===== config.mk =====
export PLATFORM = sky130hd
export DESIGN_NAME = text_console_ctrl
export DESIGN_NICKNAME = d
export VERILOG_FILES = /design/src/rtl/text_console_pkg.sv /design/src/rtl/cell_addr_gen.sv /design/src/rtl/text_console_ctrl.sv
export SDC_FILE = /design/constraint.sdc
export NUM_CORES = 1
export LEC_CHECK = 0
export CORE_MARGIN = 2
export CORE_UTILIZATION = 35
export CTS_CLUSTER_SIZE = 10
export DETAILED_ROUTE_END_ITERATION = 10
export RECOVER_POWER = 100
export SLEW_MARGIN = 20
export SYNTH_ARGS = -nofsm -noshare
export SYNTH_HDL_FRONTEND = slang
export SYNTH_HIERARCHICAL = 1
export SYNTH_SLANG_ARGS = --single-unit

===== constraint.sdc =====
create_clock -name clk -period 6.3 [get_ports clk]
set_clock_uncertainty 0.05 [all_clocks]
set_input_delay 0.63 -clock clk [delete_from_list [all_inputs] [get_ports clk]]
set_output_delay 0.63 -clock clk [all_outputs]
set_load 0.01 [all_outputs]

===== src/rtl/text_console_pkg.sv =====
// rtl/text_console_pkg.sv - shared types and constants for the text console controller
//
// Contents:
//   state_t         controller FSM states (IDLE, WRITE, CLEAR)
//   CODE_*          control-code values recognised on the character stream
//   COLS_DEFAULT    default characters per row
//   ROWS_DEFAULT    default rows per screen

package text_console_pkg;

    typedef enum logic [1:0] {
        IDLE  = 2'd0,
        WRITE = 2'd1,
        CLEAR = 2'd2
    } state_t;

    localparam logic [7:0] CODE_BS        = 8'h08;
    localparam logic [7:0] CODE_LF        = 8'h0A;
    localparam logic [7:0] CODE_FF        = 8'h0C;
    localparam logic [7:0] CODE_CR        = 8'h0D;
    localparam logic [7:0] CODE_PRINT_MIN = 8'h20;

    localparam int COLS_DEFAULT = 80;
    localparam int ROWS_DEFAULT = 60;

endpackage


===== src/rtl/cell_addr_gen.sv =====
// rtl/cell_addr_gen.sv - maps a (row, col) cursor position to a text-RAM word and byte lane
//
// Ports:
//   row        in   6   cursor row
//   col        in   7   cursor column
//   word_addr  out  32  word address of the cell
//   byte_en    out  4   one-hot lane of the cell within the word (lane 0 = bits 7:0)

module cell_addr_gen
    import text_console_pkg::*;
#(
    parameter int COLS      = COLS_DEFAULT,
    parameter int BASE_WORD = 0
) (
    input  logic [5:0]  row,
    input  logic [6:0]  col,
    output logic [31:0] word_addr,
    output logic [3:0]  byte_en
);

    // COLS is a multiple of 4, so every row starts on a word boundary and
    // (row*COLS + col)/4 reduces to row*(COLS/4) + col/4.
    assign word_addr = 32'(BASE_WORD) + 32'(row) * 32'(COLS / 4) + 32'(col[6:2]);
    assign byte_en   = 4'b0001 << col[1:0];

endmodule


===== src/rtl/text_console_ctrl.sv =====
// rtl/text_console_ctrl.sv - character-stream to text-RAM console controller
//
// Optional feature: define CONSOLE_BACKSPACE_EN to make 0x08 erase the cell left of the cursor.
//
// Ports:
//   clk         in   1   clock, rising edge
//   rst         in   1   asynchronous active-high reset
//   char_in     in   8   character code
//   char_valid  in   1   char_in is valid
//   char_ready  out  1   character accepted this cycle when char_valid is high
//   clear_req   in   1   single-cycle request to blank the screen
//   Address     out  32  text-RAM word address
//   mem_wdata   out  32  write data
//   mem_be      out  4   byte enables
//   mem_we      out  1   write strobe
//   busy        out  1   high whenever not IDLE
//   cursor_col  out  7   current column
//   cursor_row  out  6   current row

module text_console_ctrl
    import text_console_pkg::*;
#(
    parameter int COLS      = COLS_DEFAULT,
    parameter int ROWS      = ROWS_DEFAULT,
    parameter int BASE_WORD = 0
) (
    input  logic        clk,
    input  logic        rst,
    input  logic [7:0]  char_in,
    input  logic        char_valid,
    output logic        char_ready,
    input  logic        clear_req,
    output logic [31:0] Address,
    output logic [31:0] mem_wdata,
    output logic [3:0]  mem_be,
    output logic        mem_we,
    output logic        busy,
    output logic [6:0]  cursor_col,
    output logic [5:0]  cursor_row
);

    localparam int WORDS = ROWS * COLS / 4;

`ifdef CONSOLE_BACKSPACE_EN
    localparam bit BS_EN = 1'b1;
`else
    localparam bit BS_EN = 1'b0;
`endif

    state_t      state, state_next;
    logic [6:0]  col, col_next;
    logic [5:0]  row, row_next;
    logic [31:0] clr_cnt, clr_next;
    logic [7:0]  wr_char, char_next;
    logic        wr_adv, adv_next;

    logic [31:0] cell_word;
    logic [3:0]  cell_be;
    logic        col_last, row_last;
    logic [5:0]  row_inc;
    logic        we_c;
    logic [31:0] addr_c, wdata_c;
    logic [3:0]  be_c;

    cell_addr_gen #(
        .COLS      (COLS),
        .BASE_WORD (BASE_WORD)
    ) u_cell_addr (
        .row       (row),
        .col       (col),
        .word_addr (cell_word),
        .byte_en   (cell_be)
    );

    assign col_last = (col == 7'(COLS - 1));
    assign row_last = (row == 6'(ROWS - 1));
    assign row_inc  = row_last ? 6'd0 : row + 6'd1;

    always_ff @(posedge clk or posedge rst) begin
        if (rst) begin
            state <= CLEAR;
        end else begin
            state <= state_next;
        end
    end

    always_ff @(posedge clk or posedge rst) begin
        if (rst) begin
            col     <= '0;
            row     <= '0;
            clr_cnt <= '0;
            wr_char <= '0;
            wr_adv  <= 1'b0;
        end else begin
            col     <= col_next;
            row     <= row_next;
            clr_cnt <= clr_next;
            wr_char <= char_next;
            wr_adv  <= adv_next;
        end
    end

    always_comb begin
        state_next = state;
        col_next   = col;
        row_next   = row;
        clr_next   = clr_cnt;
        char_next  = wr_char;
        adv_next   = wr_adv;
        we_c       = 1'b0;
        addr_c     = '0;
        wdata_c    = '0;
        be_c       = '0;

        case (state)
            IDLE: begin
                if (clear_req) begin
                    state_next = CLEAR;
                    clr_next   = '0;
                end else if (char_valid) begin
                    if (char_in >= CODE_PRINT_MIN) begin
                        state_next = WRITE;
                        char_next  = char_in;
                        adv_next   = 1'b1;
                    end else if (char_in == CODE_LF) begin
                        col_next = '0;
                        row_next = row_inc;
                    end else if (char_in == CODE_CR) begin
                        col_next = '0;
                    end else if (char_in == CODE_FF) begin
                        state_next = CLEAR;
                        clr_next   = '0;
                    end else if (BS_EN && char_in == CODE_BS && col != 7'd0) begin
                        // Step back first so WRITE blanks the cell now under the cursor.
                        state_next = WRITE;
                        col_next   = col - 7'd1;
                        char_next  = 8'h00;
                        adv_next   = 1'b0;
                    end
                end
            end

            WRITE: begin
                we_c       = 1'b1;
                addr_c     = cell_word;
                wdata_c    = {4{wr_char}};
                be_c       = cell_be;
                state_next = IDLE;
                if (wr_adv) begin
                    if (col_last) begin
                        col_next = '0;
                        row_next = row_inc;
                    end else begin
                        col_next = col + 7'd1;
                    end
                end
            end

            CLEAR: begin
                we_c    = 1'b1;
                addr_c  = 32'(BASE_WORD) + clr_cnt;
                wdata_c = '0;
                be_c    = 4'b1111;
                if (clr_cnt == 32'(WORDS - 1)) begin
                    state_next = IDLE;
                    clr_next   = '0;
                    col_next   = '0;
                    row_next   = '0;
                end else begin
                    clr_next = clr_cnt + 32'd1;
                end
            end

            default: begin
                state_next = CLEAR;
                clr_next   = '0;
            end
        endcase
    end

    // The state register sits in CLEAR while rst is held; keep the strobe quiet until release.
    assign mem_we     = we_c & ~rst;
    assign Address    = addr_c;
    assign mem_wdata  = wdata_c;
    assign mem_be     = be_c;
    assign busy       = (state != IDLE);
    assign char_ready = (state == IDLE) && !clear_req;
    assign cursor_col = col;
    assign cursor_row = row;

endmodule


==> impl_table.tex, run 1 <==
\begin{tabular}{lr}
\hline
Metric & Value \\
\hline
\multicolumn{2}{l}{\textbf{Status}} \\
\quad Run status & finished with violations \\
\quad Violations in the final reports & max-capacitance violations, max-slew violations \\
\multicolumn{2}{l}{\textbf{Critical path}} \\
\quad Endpoint kind of the worst setup timing path & flip-flop \\
\quad Internal reg-to-reg setup slack & between 1 and 1.5 ns \\
\quad Last element of the critical path & clr\_cnt[6] \\
\quad Classification of the worst setup path & flip-flop to flip-flop \\
\quad Peak fanout along the critical path & 13 \\
\quad Critical Path Max Stage Delay & between 2 and 2.5 ns \\
\quad Cell-by-cell trace of the critical path & nor4bb\_1 -> nand4\_1 -> o41ai\_1 -> nor2\_1 -> a22o\_1 \\
\quad Critical path data required time & 6.43 ns \\
\quad Worst setup path startpoint & clr\_cnt[8] \\
\quad Type of origin of the critical path & flip-flop \\
\quad Reg-to-reg critical path endpoint & clr\_cnt[6] \\
\quad Worst-case reg-to-reg path depth & 5 \\
\quad CP Data Arrival Time & 4.99 ns \\
\quad Startpoint of the worst register-to-register path & clr\_cnt[8] \\
\quad Cell with the largest stage delay on the worst path & sky130\_fd\_sc\_hd\_\_o41ai\_1 \\
\multicolumn{2}{l}{\textbf{Yosys}} \\
\quad Fraction of synthesized area in multiplexers & 2.78\% \\
\quad Adder and majority cell fraction of the synthesized area & 5.55\% \\
\quad Main flop type after synthesis & sky130\_fd\_sc\_hd\_\_dfrtp\_1 \\
\quad Synthesized-area fraction occupied by ao, oa, aoi and oai cells & a little under a quarter \\
\quad Sequential element share of the synthesized area & 29.4\% \\
\quad Mean instance size in the synthesized netlist & approximately 8.7 um\^{}2 \\
\quad Total number of yosys warnings & 6 \\
\quad Area share of xor/xnor cells in the synthesized design & 1.47\% \\
\quad Largest family of logic cells by synthesized area & simple AND/OR/NAND/NOR gates \\
\quad Number of synthesized register bits & 56 \\
\quad Share of synthesized cell area in and, or, nand and nor gates & between 20\% and 30\% \\
\quad Cell count after synthesis & 552 \\
\quad Netlist area before placement & $\sim$4800 um\^{}2 \\
\quad Count of distinct cell types in the synthesized netlist & about 70 \\
\quad Post-synthesis async set-or-reset flop share & 100\% \\
\quad EDFF count, synth & 0 \\
\multicolumn{2}{l}{\textbf{Layout}} \\
\quad Most common library cell in the layout ignoring fill and taps & sky130\_fd\_sc\_hd\_\_dlygate4sd3\_1 \\
\quad Fraction of layout instances using a drive strength above 1 & 4.30\% \\
\quad Utilization after layout & a little over two fifths \\
\quad Filler-free cell count of the finished design & 780 \\
\quad Area grow syn2layout & 18.5\% \\
\quad Fillcell total & 1,269 \\
\quad Storage cell area & 1400 um\^{}2 \\
\quad Antenna diode instance count & 0 \\
\quad Layout net count & around 640 \\
\quad Commonest cells after routing, fill and taps aside & sky130\_fd\_sc\_hd\_\_dlygate4sd3\_1, sky130\_fd\_sc\_hd\_\_dfrtp\_1, sky130\_fd\_sc\_hd\_\_nor2b\_1, sky130\_fd\_sc\_hd\_\_a22oi\_1, sky130\_fd\_sc\_hd\_\_o21ai\_0 \\
\quad Area of combinational cells with multiple inputs & 2800 um\^{}2 \\
\multicolumn{2}{l}{\textbf{Floorplan}} \\
\quad Initial core utilization & 35.9\% \\
\quad Die height & 121 um \\
\quad Die Outline Area & 14,600 um\^{}2 \\
\quad Number of rows created at floorplan & 42 \\
\quad Area inside the core boundary & 13,300 um\^{}2 \\
\quad Top-level I/O count & 96 \\
\quad Horizontal die dimension & roughly 120 um \\
\multicolumn{2}{l}{\textbf{Place}} \\
\quad HPWL after DPL & 9.25 mm \\
\quad Instance count after placement with tap cells included & 772 \\
\quad Last weighted congestion value of the routability-driven placer & 0.851 \\
\quad Buffers added on ports & 95 \\
\quad Pre-CTS setup slack & roughly 2.5 ns \\
\multicolumn{2}{l}{\textbf{Power and ir drop}} \\
\quad Leakage power & 2.46 nW \\
\quad Power per cell area & 336 nW/um\^{}2 \\
\quad Max rail drop VDD & approximately 0.17 mV \\
\multicolumn{2}{l}{\textbf{Routing}} \\
\quad Via density per instance & between 5 and 6 \\
\quad Number of remaining DRC errors & 0 \\
\quad Detailed-route wire length & roughly 13 mm \\
\quad Total number of vias & between 4,000 and 5,000 \\
\quad Post-DRT Antenna Nets & 0 \\
\quad First-pass DRT Iterations & 4 \\
\quad Detailed-route wire length per cell & $\sim$16 um \\
\quad Violation count after the first detailed-routing iteration & $\sim$310 \\
\multicolumn{2}{l}{\textbf{Min path}} \\
\quad Worst hold path depth & 2 \\
\quad Path type of the worst min-delay path & flip-flop to flip-flop \\
\multicolumn{2}{l}{\textbf{STA}} \\
\quad Total Negative Setup Slacks & 0 ns \\
\quad Min Tclk post-route & 4.87 ns \\
\quad Achievable clock frequency & $\sim$0.21 GHz \\
\quad Slew at the pin closest to its max-slew limit & 3.11 ns \\
\quad Setup slack after layout & 1.43 ns \\
\quad Slew Limit Headroom & -107\% \\
\quad Share of the cycle needed by the critical path after routing & between 70\% and 80\% \\
\quad Worst-case hold slack & 0.396 ns \\
\quad Pins over their slew limit & 71 \\
\quad Setup repair after global routing missed its margin & false \\
\quad Final setup viols & 0 \\
\quad Hold violation count in the final report & 0 \\
\multicolumn{2}{l}{\textbf{CTS}} \\
\quad Clock latency at the later pin of the worst-skew pair & 0.30 ns \\
\quad CTS Buf Count & 5 \\
\quad Number of H-tree levels & 2 \\
\quad Buffers inserted by post-CTS timing repair & 0 \\
\quad Clock Root Buffer & sky130\_fd\_sc\_hd\_\_clkbuf\_16 \\
\quad TritonCTS clock tree & yes \\
\quad CTS clk-pin slew, worst paths & $\sim$0.070 ns \\
\quad Clock net sink count & 56 \\
\quad Number of hold-repair buffers added at the cts stage & 0 \\
\quad Clk buf depth & 2 \\
\quad Gates resized, CTS repair & 0 \\
\multicolumn{2}{l}{\textbf{Global routing}} \\
\quad Number of antenna violations at the first check in global routing & 0 \\
\quad Number of global-route vias before repair & 4,000 \\
\quad Pin count of the biggest net entering global routing & 57 \\
\quad Global routing usage summed across all routing layers & between 15 and 20\% \\
\quad Wire length of the first global-routing pass & 21.1 mm \\
\quad Total overflow reported by the global router & 0 \\
\multicolumn{2}{l}{\textbf{Run}} \\
\quad Max-capacitance violation count & 2 \\
\hline
\end{tabular}
==> cell type report <==
class / instances / share of cell area (%)
tap: 176 / 3.89
sequential: 56 / 24.8
clock inverter: 2 / 0.619
clock buffer: 6 / 2.28
timing repair buffer: 102 / 17.5
inverter: 23 / 1.52
multi-input combinational: 415 / 49.5
==> synthesized netlist by cell type (19+ instances only) <==
library cell	count	area, um^2
sky130_fd_sc_hd__inv_1	23	86.3
sky130_fd_sc_hd__buf_4	49	368
sky130_fd_sc_hd__nand3_1	21	105
sky130_fd_sc_hd__o21ai_0	29	145
sky130_fd_sc_hd__a21oi_1	19	95.1
sky130_fd_sc_hd__dfrtp_1	55	1380
sky130_fd_sc_hd__nor2_1	21	78.8
sky130_fd_sc_hd__nor2b_1	44	275
sky130_fd_sc_hd__a22oi_1	33	248
sky130_fd_sc_hd__nand2_1	22	82.6
sky130_fd_sc_hd__clkbuf_1	20	75.1
==> logic make-up after synthesis <==
| kind of cell | after synthesis |
|---|---|
| AND/OR/NAND/NOR | 204 |
| AO/OA/AOI/OAI | 150 |
| buffers and inverters | 101 |
| flip-flops | 56 |
| adder cells (fa/ha/maj) | 20 |
| multiplexers | 12 |
| XOR/XNOR | 8 |
| other | 1 |
==> worst max-delay path, delay by kind of cell, from the launching register on <==
family          cells  cell delay, ns
compound gates      2            2.76
simple gates        3            1.45
flops               1            0.49
==> metal layers <==
metal | up-vias | share of wire [%] | GRT usage [%]
met4 | 0 | 0.93 | 3.71
met1 | 2088 | 47 | 24.9
met3 | 9 | 4.4 | 2.88
met2 | 122 | 48 | 29.0
li1 | 2071 | - | -
met5 | - | 0 | 0
==> through the flow <==
stage	total power [mW]	area, um^2
after floorplan	1.31	4850
after global placement	1.65	5570
after detailed placement	1.66	5570
after CTS	1.99	5740
after global routing	2.05	5660
final	1.90	5660
==> registers in the layout, summed over array words and instances (netlist names) <==
name / cells
wr_adv: 1
cursor_row: 6
clr_cnt: 32
state: 2
cursor_col: 7
wr_char: 8
==> worst min path at each step <==
stage / endpoint / slack, ns / startpoint
floorplan: wr_adv / 0.36 / wr_adv
global placement: wr_adv / 0.38 / wr_adv
detailed placement: wr_adv / 0.39 / wr_adv
CTS: wr_adv / 0.40 / wr_adv
global route: wr_adv / 0.42 / wr_adv
finish: wr_adv / 0.40 / wr_adv
==> where the power goes <==
part | internal [mW] | total (mW) | switching [mW]
Sequential | 0.416 | 0.476 | 0.0594
Combinational | 0.459 | 1.11 | 0.647
Clock | 0.188 | 0.320 | 0.132
Total | 1.06 | 1.90 | 0.839
(Power assumes the default switching activity.)
==> run 2: changes to the inputs <==
==> constraint.sdc (replaced) <==
create_clock -name clk -period 4.4 [get_ports clk]
set_clock_uncertainty 0.05 [all_clocks]
set_input_delay 0.44 -clock clk [delete_from_list [all_inputs] [get_ports clk]]
set_output_delay 0.44 -clock clk [all_outputs]
set_load 0.01 [all_outputs]
==> impl_table.tex, run 2 (synthesis results as in run 1) <==
\begin{tabular}{lr}
\hline
Metric & Value \\
\hline
\multicolumn{2}{l}{\textbf{Layout}} \\
\quad Layout net count & 636 \\
\quad Area of combinational cells with multiple inputs & 2790 um\^{}2 \\
\quad Storage cell area & 1400 um\^{}2 \\
\quad Largest register FFs & 32 \\
\quad Fillcell total & about 1,300 \\
\quad Utilization after layout & a little over two fifths \\
\quad Fraction of layout instances using a drive strength above 1 & 4.46\% \\
\quad Commonest cells after routing, fill and taps aside & sky130\_fd\_sc\_hd\_\_dlygate4sd3\_1, sky130\_fd\_sc\_hd\_\_dfrtp\_1, sky130\_fd\_sc\_hd\_\_nor2b\_1, sky130\_fd\_sc\_hd\_\_a22oi\_1, sky130\_fd\_sc\_hd\_\_o21ai\_0 \\
\quad Most common library cell in the layout ignoring fill and taps & sky130\_fd\_sc\_hd\_\_dlygate4sd3\_1 \\
\quad Filler-free cell count of the finished design & 781 \\
\quad Top register by number of flip-flops & clr\_cnt \\
\quad Antenna diode instance count & 0 \\
\quad Area grow syn2layout & 18.1\% \\
\multicolumn{2}{l}{\textbf{Min path}} \\
\quad Path type of the worst min-delay path & flip-flop to flip-flop \\
\quad Origin of the worst min-delay path & wr\_adv \\
\quad Worst hold path depth & 2 \\
\quad End point of the worst hold path & wr\_adv \\
\multicolumn{2}{l}{\textbf{STA}} \\
\quad Total Negative Setup Slacks & 0 ns \\
\quad Slew at the pin closest to its max-slew limit & 1.79 ns \\
\quad Worst-case hold slack & just over 0.4 ns \\
\quad Hold violation count in the final report & 0 \\
\quad Min Tclk post-route & 4.03 ns \\
\quad Pins over their slew limit & 12 \\
\quad Share of the cycle needed by the critical path after routing & between 90 and 100\% \\
\quad Setup repair after global routing missed its margin & false \\
\quad Slew Limit Headroom & -21.2\% \\
\quad Final setup viols & 0 \\
\quad Achievable clock frequency & 0.248 GHz \\
\multicolumn{2}{l}{\textbf{Status}} \\
\quad Run status & finished with violations \\
\quad Violations in the final reports & max-capacitance violations, max-slew violations \\
\multicolumn{2}{l}{\textbf{Floorplan}} \\
\quad Die Outline Area & roughly 15,000 um\^{}2 \\
\quad Initial core utilization & a little over a third \\
\quad Number of rows created at floorplan & 42 \\
\quad Top-level I/O count & 96 \\
\quad Die height & around 120 um \\
\quad Horizontal die dimension & around 120 um \\
\quad Area inside the core boundary & between 10,000 and 15,000 um\^{}2 \\
\multicolumn{2}{l}{\textbf{Critical path}} \\
\quad Peak fanout along the critical path & 9 \\
\quad Internal reg-to-reg setup slack & approximately 0.50 ns \\
\quad Worst-case reg-to-reg path depth & 6 \\
\quad CP Data Arrival Time & 3.54 ns \\
\quad Classification of the worst setup path & flip-flop to output pin \\
\quad Startpoint of the worst register-to-register path & clr\_cnt[10] \\
\quad Type of origin of the critical path & flip-flop \\
\quad Endpoint kind of the worst setup timing path & output pin \\
\quad Critical path data required time & a little under 4 ns \\
\quad Reg-to-reg critical path endpoint & cursor\_row[2] \\
\multicolumn{2}{l}{\textbf{Routing}} \\
\quad Total number of vias & 4,409 \\
\quad Number of remaining DRC errors & 0 \\
\quad Via density per instance & approximately 5.6 \\
\quad Violation count after the first detailed-routing iteration & about 340 \\
\quad Detailed-route wire length & approximately 13 mm \\
\quad First-pass DRT Iterations & 5 \\
\quad Post-DRT Antenna Nets & 0 \\
\quad Detailed-route wire length per cell & 16.8 um \\
\multicolumn{2}{l}{\textbf{Power and ir drop}} \\
\quad Leakage power & $\sim$2.5 nW \\
\quad Power per cell area & 477 nW/um\^{}2 \\
\quad Max rail drop VDD & between 0.2 and 0.25 mV \\
\quad Total power & between 2 and 3 mW \\
\multicolumn{2}{l}{\textbf{CTS}} \\
\quad Buffers inserted by post-CTS timing repair & 0 \\
\quad Clk buf depth & 2 \\
\quad Number of H-tree levels & 2 \\
\quad TritonCTS clock tree & yes \\
\quad CTS clk-pin slew, worst paths & 0.08 ns \\
\quad Clock Root Buffer & sky130\_fd\_sc\_hd\_\_clkbuf\_16 \\
\quad Number of hold-repair buffers added at the cts stage & 0 \\
\quad Clock net sink count & 56 \\
\quad Clock latency at the later pin of the worst-skew pair & approximately 0.3 ns \\
\quad CTS Buf Count & 5 \\
\quad Gates resized, CTS repair & 0 \\
\multicolumn{2}{l}{\textbf{Global routing}} \\
\quad Number of antenna violations at the first check in global routing & 0 \\
\quad Number of global-route vias before repair & 4,114 \\
\quad Total overflow reported by the global router & 0 \\
\quad Global routing usage summed across all routing layers & 18.0\% \\
\quad Pin count of the biggest net entering global routing & 39 \\
\quad Wire length of the first global-routing pass & between 20 and 25 mm \\
\multicolumn{2}{l}{\textbf{Place}} \\
\quad Instance count after placement with tap cells included & $\sim$770 \\
\quad HPWL after DPL & between 9 and 10 mm \\
\quad Buffers added on ports & between 90 and 100 \\
\quad Last weighted congestion value of the routability-driven placer & between 0.8 and 0.9 \\
\multicolumn{2}{l}{\textbf{Run}} \\
\quad Max-capacitance violation count & 1 \\
\hline
\end{tabular}
[run 2: final cells by class]
cell class              count  area share [%]
inverters                  23            1.53
well taps                 176            3.90
multi-input cells         415            49.4
flip-flops and latches     56            24.9
clock inverters             2           0.177
repair buffers            103            17.7
clock buffers               6            2.46
[run 2: where the power goes]
part	internal (mW)	switching (mW)	total (mW)
combinational	0.652	0.936	1.59
clock	0.226	0.195	0.420
sequential	0.594	0.0872	0.682
[run 2: worst max-delay path by stage]
stage / start / end / slack (ns) / cells after the start
3_3_place_gp: cursor_row[3] / Address[9] / 0.87 / 10
2_1_floorplan: cursor_row[3] / Address[9] / 1.39 / 9
4_1_cts: cursor_row[3] / Address[9] / 0.48 / 10
3_5_place_dp: cursor_row[3] / Address[9] / 0.82 / 10
5_1_grt: clr_cnt[1] / cursor_row[2] / 0.21 / 7
6_report: cursor_row[3] / Address[9] / 0.37 / 10
[run 2: stage by stage]
step                      setup slack [ns]  area [um^2]
after global placement               0.867         5580
after detailed placement             0.815         5580
after CTS                            0.476         5730
after global routing                 0.211         5640
after floorplan                       1.39         4850
final                                0.371         5640
[run 2: routing by layer]
metal  share of wire (%)  vias to the layer above  GRT usage, %
met4                0.78                        0          3.49
li1                    -                     2063             -
met5                   0                        -             0
met3                 4.6                       11          2.59
met2                  49                      126          30.5
met1                  45                     2209          24.5
[run 2: worst max-delay path: stages, from the launching register on]
cell and delay [ns]:
sky130_fd_sc_hd__dfrtp_1 0.48, sky130_fd_sc_hd__ha_1 0.32, sky130_fd_sc_hd__ha_1 0.21, sky130_fd_sc_hd__inv_1 0.07, sky130_fd_sc_hd__fa_1 0.47, sky130_fd_sc_hd__nand3b_1 0.21
sky130_fd_sc_hd__a2111oi_0 0.51, sky130_fd_sc_hd__xnor2_1 0.18, sky130_fd_sc_hd__a22oi_1 0.10, sky130_fd_sc_hd__nor2b_1 0.14, sky130_fd_sc_hd__clkdlybuf4s50_1 0.54
==> run 3: changes to the inputs <==
--- a/config.mk
+++ b/config.mk
@@ -15,3 +15,4 @@
 export SYNTH_HDL_FRONTEND = slang
 export SYNTH_HIERARCHICAL = 1
 export SYNTH_SLANG_ARGS = --single-unit
+export TNS_END_PERCENT = 5
==> results of run 3 <==
No change in the layout: final DEF, timing and power equal those of run 2.
